### config.mk
export PLATFORM = sky130hd
export DESIGN_NAME = com_uart_rx_controller_flat
export DESIGN_NICKNAME = d
export VERILOG_FILES = /design/src/rtl/com_uart_rx_controller_if.sv /design/src/rtl/com_uart_rx_controller.sv /design/src/flat_wrapper.sv
export SDC_FILE = /design/constraint.sdc
export NUM_CORES = 1
export LEC_CHECK = 0
export CAP_MARGIN = 40
export CORE_MARGIN = 2
export CORE_UTILIZATION = 50
export CTS_CLUSTER_DIAMETER = 60
export CTS_CLUSTER_SIZE = 30
export DETAILED_ROUTE_END_ITERATION = 12
export PLACE_DENSITY = 0.71
export SLEW_MARGIN = 20
export SYNTH_ARGS = -nofsm -noshare
export SYNTH_HDL_FRONTEND = slang
export SYNTH_SLANG_ARGS = --single-unit
### constraint.sdc
create_clock -name clk -period 3.8 [get_ports clk]
set_input_delay 0.76 -clock clk [delete_from_list [all_inputs] [get_ports clk]]
set_output_delay 0.76 -clock clk [all_outputs]
set_load 0.01 [all_outputs]
### src/rtl/com_uart_rx_controller_if.sv
// Read port of the UART receive queue: head character, its error flags and a valid/ready handshake.
interface com_uart_rx_controller_if;
    logic [7:0] rd_data;
    logic       rd_parity_err;
    logic       rd_frame_err;
    logic       rd_valid;
    logic       rd_ready;

    modport master (output rd_data, rd_parity_err, rd_frame_err, rd_valid, input rd_ready);
    modport slave  (input rd_data, rd_parity_err, rd_frame_err, rd_valid, output rd_ready);
endinterface

### src/rtl/com_uart_rx_controller.sv
// UART receive sequencer: 16x oversampled framing (5-8 data, opt. parity, 1-2 stop) into a read queue.
// Latency: entry pushed on the final stop-sample tick, rd_valid one clk later; reader stalls via rd_ready.
// Macro COM_UART_RX_FIFO_EN selects a DEPTH-entry FIFO, otherwise a single holding register; full queue drops and sets overflow.
module com_uart_rx_controller #(
    parameter int DEPTH = 4
) (
    input  logic                            clk,
    input  logic                            rst,
    input  logic                            tick_16x,
    input  logic                            rx_port,
    input  logic                            stop_bit_config,
    input  logic [1:0]                      parity_bit_config,
    input  logic [1:0]                      data_bit_config,
    input  logic                            clr_overflow,
    com_uart_rx_controller_if.master        rd,
    output logic                            overflow,
    output logic                            busy
);
    typedef enum logic [2:0] {IDLE, START, DATA, PARITY, STOP1, STOP2, WAIT_HIGH} state_t;

    state_t     state;
    logic       sync1, rx;
    logic [3:0] scnt;
    logic [2:0] bcnt;
    logic [2:0] nbits_m1;
    logic [7:0] sr;
    logic       par_en, par_odd, two_stop;
    logic       perr, ferr;
    logic       sample, push, pop, accept, drop, full;
    logic [9:0] entry, head;

    always_ff @(posedge clk or posedge rst) begin
        if (rst) begin
            sync1 <= 1'b1;
            rx    <= 1'b1;
        end else begin
            sync1 <= rx_port;
            rx    <= sync1;
        end
    end

    assign sample = tick_16x && (scnt == 4'd15);
    assign entry  = {ferr | ~rx, perr, sr};

    always_comb begin
        push = 1'b0;
        if (sample) begin
            case (state)
                STOP1:   push = ~rx | ~two_stop;
                STOP2:   push = 1'b1;
                default: push = 1'b0;
            endcase
        end
    end

    always_ff @(posedge clk or posedge rst) begin
        if (rst) begin
            state    <= IDLE;
            scnt     <= '0;
            bcnt     <= '0;
            nbits_m1 <= '0;
            sr       <= '0;
            par_en   <= 1'b0;
            par_odd  <= 1'b0;
            two_stop <= 1'b0;
            perr     <= 1'b0;
            ferr     <= 1'b0;
        end else if (tick_16x) begin
            case (state)
                IDLE: begin
                    if (!rx) begin
                        state <= START;
                        scnt  <= '0;
                    end
                end
                START: begin
                    if (scnt == 4'd7) begin
                        if (!rx) begin
                            state    <= DATA;
                            scnt     <= '0;
                            bcnt     <= '0;
                            sr       <= '0;
                            perr     <= 1'b0;
                            ferr     <= 1'b0;
                            nbits_m1 <= 3'd4 + {1'b0, data_bit_config};
                            par_en   <= parity_bit_config[1];
                            par_odd  <= parity_bit_config[0];
                            two_stop <= stop_bit_config;
                        end else begin
                            state <= IDLE;
                        end
                    end else begin
                        scnt <= scnt + 4'd1;
                    end
                end
                DATA: begin
                    scnt <= scnt + 4'd1;
                    if (scnt == 4'd15) begin
                        sr[bcnt] <= rx;
                        if (bcnt == nbits_m1) state <= par_en ? PARITY : STOP1;
                        else                  bcnt  <= bcnt + 3'd1;
                    end
                end
                PARITY: begin
                    scnt <= scnt + 4'd1;
                    if (scnt == 4'd15) begin
                        // unused upper bits of sr are zero, so ^sr is the data parity
                        perr  <= (^sr) ^ rx ^ par_odd;
                        state <= STOP1;
                    end
                end
                STOP1: begin
                    scnt <= scnt + 4'd1;
                    if (scnt == 4'd15) begin
                        if (!rx) begin
                            ferr  <= 1'b1;
                            state <= WAIT_HIGH;
                        end else begin
                            state <= two_stop ? STOP2 : IDLE;
                        end
                    end
                end
                STOP2: begin
                    scnt <= scnt + 4'd1;
                    if (scnt == 4'd15) begin
                        ferr  <= ~rx;
                        state <= rx ? IDLE : WAIT_HIGH;
                    end
                end
                WAIT_HIGH: begin
                    if (rx) state <= IDLE;
                end
                default: state <= IDLE;
            endcase
        end
    end

    assign busy   = (state != IDLE);
    assign pop    = rd.rd_valid & rd.rd_ready;
    assign accept = push & (~full | pop);
    assign drop   = push & full & ~pop;

`ifdef COM_UART_RX_FIFO_EN
    localparam int AW = $clog2(DEPTH);

    logic [9:0]    mem [DEPTH];
    logic [AW-1:0] wr_ptr, rd_ptr;
    logic [AW:0]   cnt;

    assign full        = (cnt == (AW+1)'(DEPTH));
    assign rd.rd_valid = (cnt != '0);
    assign head        = mem[rd_ptr];

    always_ff @(posedge clk) begin
        if (accept) mem[wr_ptr] <= entry;
    end

    always_ff @(posedge clk or posedge rst) begin
        if (rst) begin
            wr_ptr <= '0;
            rd_ptr <= '0;
            cnt    <= '0;
        end else begin
            if (accept) wr_ptr <= wr_ptr + AW'(1);
            if (pop)    rd_ptr <= rd_ptr + AW'(1);
            case ({accept, pop})
                2'b10:   cnt <= cnt + (AW+1)'(1);
                2'b01:   cnt <= cnt - (AW+1)'(1);
                default: cnt <= cnt;
            endcase
        end
    end
`else
    logic [9:0] hold;
    logic       hold_vld;

    // DEPTH has no effect on the single holding register
    if (DEPTH < 1) begin : g_depth_unused
    end

    assign full        = hold_vld;
    assign rd.rd_valid = hold_vld;
    assign head        = hold;

    always_ff @(posedge clk or posedge rst) begin
        if (rst) begin
            hold     <= '0;
            hold_vld <= 1'b0;
        end else if (accept) begin
            hold     <= entry;
            hold_vld <= 1'b1;
        end else if (pop) begin
            hold_vld <= 1'b0;
        end
    end
`endif

    assign rd.rd_data       = rd.rd_valid ? head[7:0] : 8'd0;
    assign rd.rd_parity_err = rd.rd_valid & head[8];
    assign rd.rd_frame_err  = rd.rd_valid & head[9];

    always_ff @(posedge clk or posedge rst) begin
        if (rst)               overflow <= 1'b0;
        else if (drop)         overflow <= 1'b1;
        else if (clr_overflow) overflow <= 1'b0;
    end
endmodule

### src/flat_wrapper.sv
// flat-port wrapper written by rule: the top's interface ports become plain ports
module com_uart_rx_controller_flat 
#(
    parameter int DEPTH = 4
)
  (clk, rst, tick_16x, rx_port, stop_bit_config, parity_bit_config, data_bit_config, clr_overflow, overflow, busy, rd_rd_data, rd_rd_parity_err, rd_rd_frame_err, rd_rd_valid, rd_rd_ready);
  com_uart_rx_controller_if rd_i ();
  input  logic clk;
  input  logic rst;
  input  logic tick_16x;
  input  logic rx_port;
  input  logic stop_bit_config;
  input  logic [1:0] parity_bit_config;
  input  logic [1:0] data_bit_config;
  input  logic clr_overflow;
  output logic overflow;
  output logic busy;
  output wire logic [$bits(rd_i.rd_data)-1:0] rd_rd_data;
  output wire logic [$bits(rd_i.rd_parity_err)-1:0] rd_rd_parity_err;
  output wire logic [$bits(rd_i.rd_frame_err)-1:0] rd_rd_frame_err;
  output wire logic [$bits(rd_i.rd_valid)-1:0] rd_rd_valid;
  input wire logic [$bits(rd_i.rd_ready)-1:0] rd_rd_ready;
  assign rd_rd_data = rd_i.rd_data;
  assign rd_rd_parity_err = rd_i.rd_parity_err;
  assign rd_rd_frame_err = rd_i.rd_frame_err;
  assign rd_rd_valid = rd_i.rd_valid;
  assign rd_i.rd_ready = rd_rd_ready;
  com_uart_rx_controller #(.DEPTH(DEPTH)) u_core (.clk(clk), .rst(rst), .tick_16x(tick_16x), .rx_port(rx_port), .stop_bit_config(stop_bit_config), .parity_bit_config(parity_bit_config), .data_bit_config(data_bit_config), .clr_overflow(clr_overflow), .rd(rd_i), .overflow(overflow), .busy(busy));
endmodule
==> impl_metrics.ini <==
[logic_synthesis]
seq_area_frac_synth_pct = 41.9
yosysTopAreaCellShare_pct = 39.7
synthTopCellsByCount = dfrtp_1, nand2_1, and2_1
syn-cell-area_sq_um = 2400
ys_types = 63
yosys-top-cells-area = dfrtp_1, mux2_1, mux2_2, xnor2_1, and2_1
yosys_warnings = 0
synth-edff-count = 0
post-synth-top-count-cell = dfrtp_1
ys_ff_latch = 40
synth_top_area_cell = dfrtp_1
synthCells = 214
syn_nets = 229
synth_ff_type = dfrtp_1
async_flop_share_pct = 100
synth_area_per_cell_sq_um = 11.2

[job]
maxCapViolations = 0

[global_route]
grt_pass1_vias = 1543
grt_start_max_net_pins = 41
grtUsageTotal_pct = 18.2
grt_overflow_total = 0
grt_antenna_before_repair = 0
grt_pass1_wl_mm = 7.62

[worst_setup_path]
worstRegToRegCells = 6
worst_setup_path_start_kind = register
required_ns = 3.04
worstReg2RegEnd = u_core.head[5]$_DFFE_PP0P_
critical_path_class = register to primary output
r2r_start = u_core.state[2]$_DFFE_PP0P_
critical_path.endpoint_type = primary output
critPathCapture = busy
worstPathMaxFanout = 19
rrSetupSlack_ns = 1.57
crit_arrival_ns = 1.87
crit_start = u_core.state[2]$_DFFE_PP0P_

[timing]
period_needed_ns = 2.63
worst_slew_pin_slew_ns = 0.703
finalHoldViolations = 0
rsz0062_at_grt = false
finalCritPeriodShare_pct = 69.3
relSlewSlack_pct = 53.1
setup_viol_count_final = 0
max_freq_mhz = 380
setup_tns_ns = 0
fin_skew_ns = 0.00850
finalMaxSlewViolations = 0

[clocking]
cts-root-buf = clkbuf_8
path_clk_slew_ns = 0.08
clock_path_buffers = 2
postCtsHoldBufs = 0
cts.sinks = 40
htree_levels = 2
cts_resized = 0
cts_tree = built
insertion_delay_ns = 0.29
numCtsBuffers = 5
cts_setup_buffers = 0

[placed_design]
hpwl_mm = 2.99
gp_congestion = 0.902
port_buffers = 23

[layout]
multi_input_area_sq_um = 1270
area_growth_pct = 13.0
antennaDiodeCount = 0
drive_gt1_share_pct = 16.7
fillers = 411
nets = 248
regArea_sq_um = 1000

[detailed_routing]
first_pass_iters = 4
ant_nets = 0
wl_mm = 4.23
drc = 0
wire_per_inst_um = 14.7
viasPerCell = 5.65
vias = 1627
detail_route.iter0.violations = 57

[power_and_ir_drop]
total_power_uw = 1400
ir_drop_mv = 0.294
p_leak_uw = 0.00118
powerDensity_nw_per_um2 = 515

[floorplanning]
placementRows = 25
floorplan.initialDensity_pct = 51.4
core-area_sq_um = 4660
io_pins = 24
fp.dieW_um = 73.2
die_y_um = 73.2
dieArea_sq_um = 5360

[outcome]
status = complete, no violations

[worst_hold_path]
hp-class = register to register
[worst min path at each step]
stage	startpoint	endpoint	slack, ns	depth (start not counted)
final	u_core.sync1$_DFF_PP1_	u_core.rx$_DFF_PP1_	0.35	0
after global routing	u_core.sync1$_DFF_PP1_	u_core.rx$_DFF_PP1_	0.36	0
after CTS	u_core.sync1$_DFF_PP1_	u_core.rx$_DFF_PP1_	0.35	0
after detailed placement	u_core.sync1$_DFF_PP1_	u_core.rx$_DFF_PP1_	0.35	0
after global placement	u_core.sync1$_DFF_PP1_	u_core.rx$_DFF_PP1_	0.35	0
after floorplan	u_core.sync1$_DFF_PP1_	u_core.rx$_DFF_PP1_	0.35	0
[cells by family after synthesis]
logic type / Yosys count / share of synthesized area (%)
AND/OR/NAND/NOR: 77 / 21.0
flip-flops: 40 / 41.9
AO/OA/AOI/OAI: 38 / 14.1
buffers and inverters: 21 / 4.96
multiplexers: 21 / 10.0
XOR/XNOR: 13 / 5.95
adder cells (fa/ha/maj): 4 / 2.09
[cell usage in the layout, fill, tap and decap left out, drive strengths merged, types with 4 or more instances in the layout]
master | Yosys | final
xnor2 | 11 | 11
nor2b | 4 | 4
ha | 4 | 4
o2bb2ai | 6 | 6
nand4 | 4 | 4
clkdlybuf4s50 | 0 | 23
and2 | 12 | 12
mux2 | 18 | 18
o21ai | 7 | 7
nand2 | 14 | 14
nand3 | 10 | 10
inv | 8 | 8
clkbuf | 2 | 5
or3b | 5 | 5
dfrtp | 38 | 38
nor2 | 7 | 7
nand2b | 4 | 4
[report_power, final]
part | switching [uW] | internal (uW)
sequential | 128 | 489
combinational | 236 | 263
clock | 151 | 128
total | 515 | 880
[stage by stage]
step                hold WS (ns)  std cells  cell area, sq um  util (%)  worst slack, ns
floorplan                  0.345        214              2400         -             1.88
global placement           0.346        280              2620      56.2             1.05
detailed placement         0.347        280              2620      56.2            0.972
CTS                        0.352        288              2710      58.1             1.16
global route               0.363        288              2710      58.1             1.06
finish                     0.347        288              2710      58.1             1.17
[sequential cells by signal, indices dropped and copies added (netlist names)]
name	cells
u_core.scnt	4
u_core.ferr	1
u_core.nbits_m1	3
u_core.par_odd	1
u_core.par_en	1
u_core.two_stop	1
u_core.overflow	1
u_core.sr	8
u_core.perr	1
u_core.rx	1
u_core.head	10
u_core.rd.rd_valid	1
u_core.sync1	1
u_core.bcnt	3
u_core.state	3
[critical path: stages (launching register included)]
cell,delay [ns]
dfrtp_1,0.80
nor2_1,0.14
nand2_1,0.11
clkdlybuf4s50_1,0.54
[routing by layer]
metal	wire length [um]	global-route usage, %	vias to the layer above
li1	-	-	810
met1	2070	26.3	772
met2	1950	26.4	37
met3	151	4.01	8
met4	65	7.20	0
met5	0	0	-
[area by class of cell]
type | instances | area share, %
inverters | 8 | 1.11
flip-flops and latches | 40 | 37.0
well taps | 54 | 2.49
clock inverters | 3 | 0.693
multi-input cells | 153 | 47.1
clock buffers | 5 | 2.54
repair buffers | 25 | 9.05
(Power assumes the default switching activity.)
